## config.mk

```make
export PLATFORM = sky130hd
export DESIGN_NAME = qpsk_frame_sync
export DESIGN_NICKNAME = d
export VERILOG_FILES = /design/src/rtl/qpsk_frame_sync.sv
export SDC_FILE = /design/constraint.sdc
export NUM_CORES = 1
export LEC_CHECK = 0
export BUFFER_PORTS_ARGS = -buffer_cell sky130_fd_sc_hd__clkbuf_2
export CORE_ASPECT_RATIO = 1.75
export CORE_MARGIN = 1
export CORE_UTILIZATION = 45
export DETAILED_ROUTE_END_ITERATION = 10
export GPL_TIMING_DRIVEN = 0
export PLACE_DENSITY = 0.65
export SYNTH_ARGS = -nofsm -noshare
export SYNTH_HDL_FRONTEND = slang
export SYNTH_SLANG_ARGS = --single-unit
export TNS_END_PERCENT = 100
```

## constraint.sdc

```tcl
create_clock -name clk -period 6.13 [get_ports clk]
set_clock_uncertainty 0.1 [all_clocks]
set_input_delay 0.613 -clock clk [delete_from_list [all_inputs] [get_ports clk]]
set_output_delay 0.613 -clock clk [all_outputs]
set_load 0.1 [all_outputs]
```

## src/rtl/qpsk_frame_sync.sv

```systemverilog
// rtl/qpsk_frame_sync.sv - QPSK unique-word frame synchronizer with flywheel lock
// Define FSYNC_STATS_EN to build the frame_cnt / lost_cnt statistics counters.
module qpsk_frame_sync #(
   parameter logic [31:0] UW          = 32'hF9A4_2BB1,
   parameter int          PAYLOAD_LEN = 64,
   parameter int          MAX_ERR     = 2,
   parameter int          LOSS_CNT    = 3
) (
   input  logic        clk,
   input  logic        rst,
   input  logic        en,
   input  logic [1:0]  dibit,
   input  logic        bitsync,
   output logic        lock,
   output logic        pay_valid,
   output logic [1:0]  pay_data,
   output logic        sof,
   output logic        eof,
   output logic        uw_hit,
   output logic [15:0] frame_cnt,
   output logic [7:0]  lost_cnt
);
   typedef enum logic [1:0] {IDLE, SEARCH, PAYLOAD, CHECK} state_t;

   localparam logic [9:0] LAST_SYM = 10'(PAYLOAD_LEN - 1);
   localparam logic [5:0] ERR_LIM  = 6'(MAX_ERR);
   localparam logic [2:0] MISS_LIM = 3'(LOSS_CNT);

   state_t      state, state_nx;
   logic [31:0] window, window_nx, shifted;
   logic [9:0]  sym_cnt, sym_cnt_nx;
   logic [2:0]  miss, miss_nx;
   logic        lock_nx, pay_valid_nx, sof_nx, eof_nx, uw_hit_nx;
   logic [1:0]  pay_data_nx;
   logic [5:0]  err_cnt;
   logic        match;

   // Match is judged on the window as it will look after this symbol shifts in.
   assign shifted = {window[29:0], dibit};

   always_comb begin
      err_cnt = '0;
      for (int i = 0; i < 32; i++) begin
         err_cnt = err_cnt + {5'd0, shifted[i] ^ UW[i]};
      end
   end

   assign match = (err_cnt <= ERR_LIM);

   always_comb begin
      state_nx     = state;
      window_nx    = window;
      sym_cnt_nx   = sym_cnt;
      miss_nx      = miss;
      pay_valid_nx = 1'b0;
      pay_data_nx  = pay_data;
      sof_nx       = 1'b0;
      eof_nx       = 1'b0;
      uw_hit_nx    = 1'b0;

      if (!en) begin
         state_nx   = IDLE;
         window_nx  = '0;
         sym_cnt_nx = '0;
         miss_nx    = '0;
      end else begin
         case (state)
            IDLE: begin
               state_nx   = SEARCH;
               window_nx  = '0;
               sym_cnt_nx = '0;
               miss_nx    = '0;
            end
            SEARCH: begin
               if (bitsync) begin
                  window_nx = shifted;
                  if (match) begin
                     uw_hit_nx  = 1'b1;
                     state_nx   = PAYLOAD;
                     sym_cnt_nx = '0;
                     miss_nx    = '0;
                  end
               end
            end
            PAYLOAD: begin
               if (bitsync) begin
                  window_nx    = shifted;
                  pay_valid_nx = 1'b1;
                  pay_data_nx  = dibit;
                  sof_nx       = (sym_cnt == '0);
                  eof_nx       = (sym_cnt == LAST_SYM);
                  if (sym_cnt == LAST_SYM) begin
                     state_nx   = CHECK;
                     sym_cnt_nx = '0;
                  end else begin
                     sym_cnt_nx = sym_cnt + 10'd1;
                  end
               end
            end
            CHECK: begin
               if (bitsync) begin
                  window_nx = shifted;
                  if (sym_cnt == 10'd15) begin
                     sym_cnt_nx = '0;
                     if (match) begin
                        uw_hit_nx = 1'b1;
                        miss_nx   = '0;
                        state_nx  = PAYLOAD;
                     end else if (miss + 3'd1 >= MISS_LIM) begin
                        miss_nx  = '0;
                        state_nx = SEARCH;
                     end else begin
                        // Flywheel: assume the UW was corrupted and keep the frame cadence.
                        miss_nx  = miss + 3'd1;
                        state_nx = PAYLOAD;
                     end
                  end else begin
                     sym_cnt_nx = sym_cnt + 10'd1;
                  end
               end
            end
            default: state_nx = IDLE;
         endcase
      end

      lock_nx = (state_nx == PAYLOAD) || (state_nx == CHECK);
   end

   always_ff @(posedge clk or posedge rst) begin
      if (rst) begin
         state     <= IDLE;
         window    <= '0;
         sym_cnt   <= '0;
         miss      <= '0;
         lock      <= 1'b0;
         pay_valid <= 1'b0;
         pay_data  <= '0;
         sof       <= 1'b0;
         eof       <= 1'b0;
         uw_hit    <= 1'b0;
      end else begin
         state     <= state_nx;
         window    <= window_nx;
         sym_cnt   <= sym_cnt_nx;
         miss      <= miss_nx;
         lock      <= lock_nx;
         pay_valid <= pay_valid_nx;
         pay_data  <= pay_data_nx;
         sof       <= sof_nx;
         eof       <= eof_nx;
         uw_hit    <= uw_hit_nx;
      end
   end

`ifdef FSYNC_STATS_EN
   logic [15:0] frame_q;
   logic [7:0]  lost_q;
   logic        lost;

   assign lost = ((state == PAYLOAD) || (state == CHECK)) && (state_nx == SEARCH);

   always_ff @(posedge clk or posedge rst) begin
      if (rst) begin
         frame_q <= '0;
         lost_q  <= '0;
      end else begin
         if (uw_hit_nx && (frame_q != 16'hFFFF)) begin
            frame_q <= frame_q + 16'd1;
         end
         if (lost && (lost_q != 8'hFF)) begin
            lost_q <= lost_q + 8'd1;
         end
      end
   end

   assign frame_cnt = frame_q;
   assign lost_cnt  = lost_q;
`else
   assign frame_cnt = '0;
   assign lost_cnt  = '0;
`endif

endmodule

```

### Yosys cells after proc, flatten, opt, wreduce, memory -nomap -nowiden

Cells that the tools add are included.

| word-level totals | value |
|---|---|
| register bits | 52 |
| output and inout port bits | 31 |
| word-level logic and storage cells | 127 |

| operators by class | value |
|---|---|
| bitwise gates (word level) | 17 |
| reductions and logical operators | 7 |
| $add $sub $neg | 33 |
| multiplexer cells | 44 |
| eq/ne operators | 14 |
| magnitude comparators | 2 |

Operators with widths:

| kind | count |
|---|---|
| 6-bit by 1-bit adder with 6-bit output | 26 |
| 10-bit 2-to-1 mux | 7 |
| 30-bit 2-to-1 mux | 2 |
| 30-bit one-hot mux with 2 select lines | 1 |
| 10-bit one-hot mux with 4 select lines | 1 |
| 3-bit 2-to-1 mux | 7 |
| 2-bit 2-to-1 mux | 9 |
| 1-bit NOT | 17 |
| 3-bit inequality test (second input constant) | 5 |
| 1-bit 2-to-1 mux | 14 |
| 10-bit by 1-bit adder with 10-bit output (second input constant) | 1 |
| 10-bit by 4-bit equality test with 1-bit output (second input constant) | 1 |
| 10-bit by 6-bit equality test with 1-bit output (second input constant) | 1 |
| 10-bit logical NOT | 1 |
| 3-bit one-hot mux with 3 select lines | 1 |
| 2-bit equality test (second input constant) | 4 |
| 2-bit one-hot mux with 4 select lines | 1 |
| 5-bit by 1-bit adder with 6-bit output | 1 |
| 6-bit by 2-bit <= comparator with 1-bit output (second input constant) | 1 |
| 4-bit by 1-bit adder with 5-bit output | 1 |
| 5-bit AND reduction | 1 |
| 3-bit by 1-bit adder with 4-bit output | 1 |
| 4-bit by 1-bit inequality test with 1-bit output (second input constant) | 1 |
| 4-bit AND reduction | 1 |
| 11 further kinds | 11 |

### Logic depth before layout (Yosys ltp)

| logic depth | value |
|---|---|
| depth after elaboration | 40 |
| gate-level depth with buffers | 20 |
| gate-level depth less buffers | 19 |

### Worst setup path before layout

No wires, ideal clock.

| path | value |
|---|---|
| kind | input port to flip-flop |
| start | in dibit[1] |
| end | reg sym_cnt[6] |
| slack | 190 ps |
| stages | 19 |
| arrival | 5,749 ps |
| path buffers | 1 |
| cells stage by stage | fa_1 inv_1 fa_1 fa_1 inv_1 fa_1 fa_1 inv_1 fa_1 inv_1 ha_1 inv_1 fa_1 a211o_1 a2111oi_4 o21ai_2 or3_1 buf_6 o31ai_2 |

| on the way | value |
|---|---|
| cells in the longest elaborated chain, start to end | 34 |

Ends and longest elaborated chain:

| element | RTL line | text |
|---|---|---|
| start, declared | 12 | `input logic [1:0] dibit,` |
| 1-bit by 1-bit adder with 2-bit output | 44 | `err_cnt = err_cnt + {5'd0, shifted[i] ^ UW[i]};` |
| 2-bit by 1-bit adder with 3-bit output | 44 |  |
| 3-bit by 1-bit adder with 4-bit output | 44 |  |
| 4-bit by 1-bit adder with 5-bit output | 44 |  |
| 5-bit by 1-bit adder with 6-bit output | 44 |  |
| 6-bit by 1-bit adder with 6-bit output (26 in a row) | 44 |  |
| 6-bit by 2-bit <= comparator with 1-bit output | 48 | `assign match = (err_cnt <= ERR_LIM);` |
| 3-bit inequality test (no source line) | n/a |  |
| 4-bit AND reduction (no source line) | n/a |  |
| end signal, assigned | 144 | `sym_cnt <= sym_cnt_nx;` |
| end, declared | 31 | `logic [9:0] sym_cnt, sym_cnt_nx;` |

Every way passes these cells.
A chain may end at the register's enable or synchronous reset.

### Final worst setup path

| path | value |
|---|---|
| start | reg window[18] |
| end | reg sym_cnt[5] |

| on the way | value |
|---|---|
| cells in the longest elaborated chain, start to end | 15 |

Ends and longest elaborated chain:

| element | RTL line | text |
|---|---|---|
| start, declared | 30 | `logic [31:0] window, window_nx, shifted;` |
| start signal, assigned | 143 | `window <= window_nx;` |
| 6-bit by 1-bit adder with 6-bit output (12 in a row) | 44 |  |
| 6-bit by 2-bit <= comparator with 1-bit output | 48 |  |
| 3-bit inequality test (no source line) | n/a |  |
| 4-bit AND reduction (no source line) | n/a |  |

Every way passes these cells.

==> metrics <==
status=finished, final reports clean; Syn Std Cell Area=3330 µm²; hold buffer count at cts=0; post-route minimum period=6000 ps; fraction of the mapped netlist area in simple logic gates=10.1%; Die X=67.0 µm; Slew Viols, Final=0; final setup vio count=0; critical path launch point=window[18]; register area=1300 µm²; Area growth syn-to-layout=14.9%; total power=815 µW; full die area=7770 µm²; Final nets=413; layout cells sized above 1=18.4%; r2r worst-path depth=19; Post-synth top flop=dfrtp_1; synthesized flop and latch total=52; WP data required=6220 ps; vias in the first global route=2330; Worst Path Max Fanout=8; via count=2319; Async SR Flop Fraction=100%; maximum VDD drop=0.163 mV; r2r endpoint=sym_cnt[5]; total CTS buffers=5; placed insts=439; fin cells=455; DRT antenna net count=0; CTS clk-pin slew, worst paths=70 ps; Final period util=97.9%; I/O pin count=37; Worst Hold Class=primary input to async pin; Max-slew headroom=53.5%; All-Layer GR Usage=19.3%; Worst Setup EP=sym_cnt[5]; synth top area cells=dfrtp_1 (39%), fa_1 (14%), a22o_1 (8.4%), inv_1 (6.2%), ha_1 (5.6%); most common cell after layout, fill and taps aside=inv_1; area leader, netlist=dfrtp_1; number of H-tree levels=2; DR pass1 iterations=4; antenna violations before repair=0; DRC errors left=0; Post-synth EDFFs=0; synthesized instance count=318; Post-Synth Adder-Cell Area=20.1%; first-pass GRT wire length=11.0 mm; fmax=0.167 GHz; RR Startpoint=window[18]; FP Rows=41; vias per cell=5.10; final wirelength=6.55 mm; global route total overflow=0; largest net degree at the start of global routing=33; number of buffers added on ports=11; Starting Density=46.4%; Synth cell types=45; syn avg cell area=10.5 µm²; CTS tree=built; Static Leak=0.00193 µW; clock root buffer=clkbuf_16; Die Ht=116 µm; Least-Margin Pin Slew=693 ps; CP Data Arrival Time=6090 ps; register area share after synthesis=39.1%; Synth Area in Compound Gates=16.7%; Setup TNS=0 ps; CTS Buffer Depth=2; XOR/XNOR Fraction of Synth Area=0.263%; Yosys Warn Count=0; R2R setup slack=130 ps; Max Cap Violations=0; mux share of post-synthesis cell area=0.676%; Iter 0 DRT Violations=85; routability cong.=0.865; CP Launch Type=flip-flop; detailed placer's ending HPWL=5.14 mm; Final Hold Viols=0; Skew-Pair Late Insertion Delay=290 ps; Multi-input gate area=1700 µm²; critical path type=flip-flop to flip-flop; largest family of logic cells by synthesized area=adder cells; fill count=696; # diodes=0; endpoint type of the worst setup path=flip-flop; CORE AREA=7180 µm²; Yosys top cell area share=39.1%; most frequent cells in the layout=inv_1 (54), dfrtp_1 (51), a22o_1 (32), buf_4 (32), conb_1 (24); clock sinks=52; wire length per cell=14.4 µm; P per Cell Area=213 nW/µm²
## cells in the mapped netlist, types with 3 or more instances
master / n
ha_1: 15
dfrtp_1: 52
buf_4: 24
fa_1: 24
nand3_1: 7
nand2_1: 14
clkbuf_1: 9
inv_1: 55
nor2_1: 11
o21ai_0: 17
a22o_1: 32
or3_1: 3
nor3_1: 11
o31ai_2: 3
nor2b_1: 3
## worst max-delay path, stage by stage (launching register included)
cell and delay (ps):
dfrtp_2 430, fa_1 540, inv_1 50, fa_1 480
fa_1 520, inv_1 50, fa_1 460, fa_1 510
inv_1 50, fa_1 430, inv_1 90, ha_2 180
inv_1 50, fa_2 330, a211o_1 310, a2111oi_4 470
o21ai_2 150, or3_1 340, buf_6 160, o41ai_4 200
## logic make-up (layout without fill, tap and decap cells)
kind of cell / Yosys count / count (layout)
and+or+nand+nor: 65 / 65
muxes: 2 / 2
AOI/OAI and AO/OA: 69 / 69
adders and majority gates: 39 / 39
other: 1 / 24
DFF: 52 / 52
xor gates and xnor gates: 1 / 1
buffers and inverters: 89 / 117
## per-layer routing
layer | track usage (%) | vias to the layer above | share of wire [%]
met5 | 0 | - | 0
met4 | 10.6 | 0 | 3.9
li1 | - | 1126 | -
met3 | 3.44 | 18 | 2.4
met2 | 34.3 | 38 | 56
met1 | 20.9 | 1137 | 37
## cell type report
class                   count  area share [%]
flip-flops and latches     52            34.0
repair buffers             20            3.53
clock inverters             1           0.196
well taps                  86            2.81
plain buffers              34            5.91
inverters                  55            5.39
multi-input cells         200            44.4
clock buffers               7            3.72
## worst min-delay path by stage
stage	startpoint	end	slack (ps)	cells after the start
after floorplan	sym_cnt[9]	sym_cnt[9]	370	1
after detailed placement	pay_data[0]	pay_data[0]	380	2
after global placement	pay_data[0]	pay_data[0]	380	2
final	rst	window[23]	210	2
after CTS	rst	sof	220	2
after global routing	rst	sym_cnt[0]	240	2
## state kept, by name, indices dropped and copies added, names as in the netlist
| register | count |
|---|---|
| pay_valid | 1 |
| sym_cnt | 10 |
| lock | 1 |
| uw_hit | 1 |
| window | 30 |
| state | 2 |
| pay_data | 2 |
| sof | 1 |
| eof | 1 |
| miss | 3 |
## timing repair
item                                    in CTS  in global routing
cloned                                       0                  0
gates resized for setup                      0                  9
pin swaps                                    1                  8
endpoints found under the setup margin       2                 11
buffers inserted                             0                  8
## power breakdown
group / total (µW) / internal (µW) / switching, µW
Combinational: 183 / 50.6 / 132
Clock: 284 / 163 / 121
Sequential: 348 / 345 / 2.46
## stage by stage
step	area [µm²]	utilization (%)	setup WS [ps]	hold WS, ps
floorplan	3420	-	190	372
global placement	3580	49.9	-281	380
detailed placement	3600	50.1	-341	383
CTS	3750	52.2	12.4	215
global route	3830	53.3	-3.86	242
finish	3830	53.3	131	207
(Power assumes the default switching activity.)
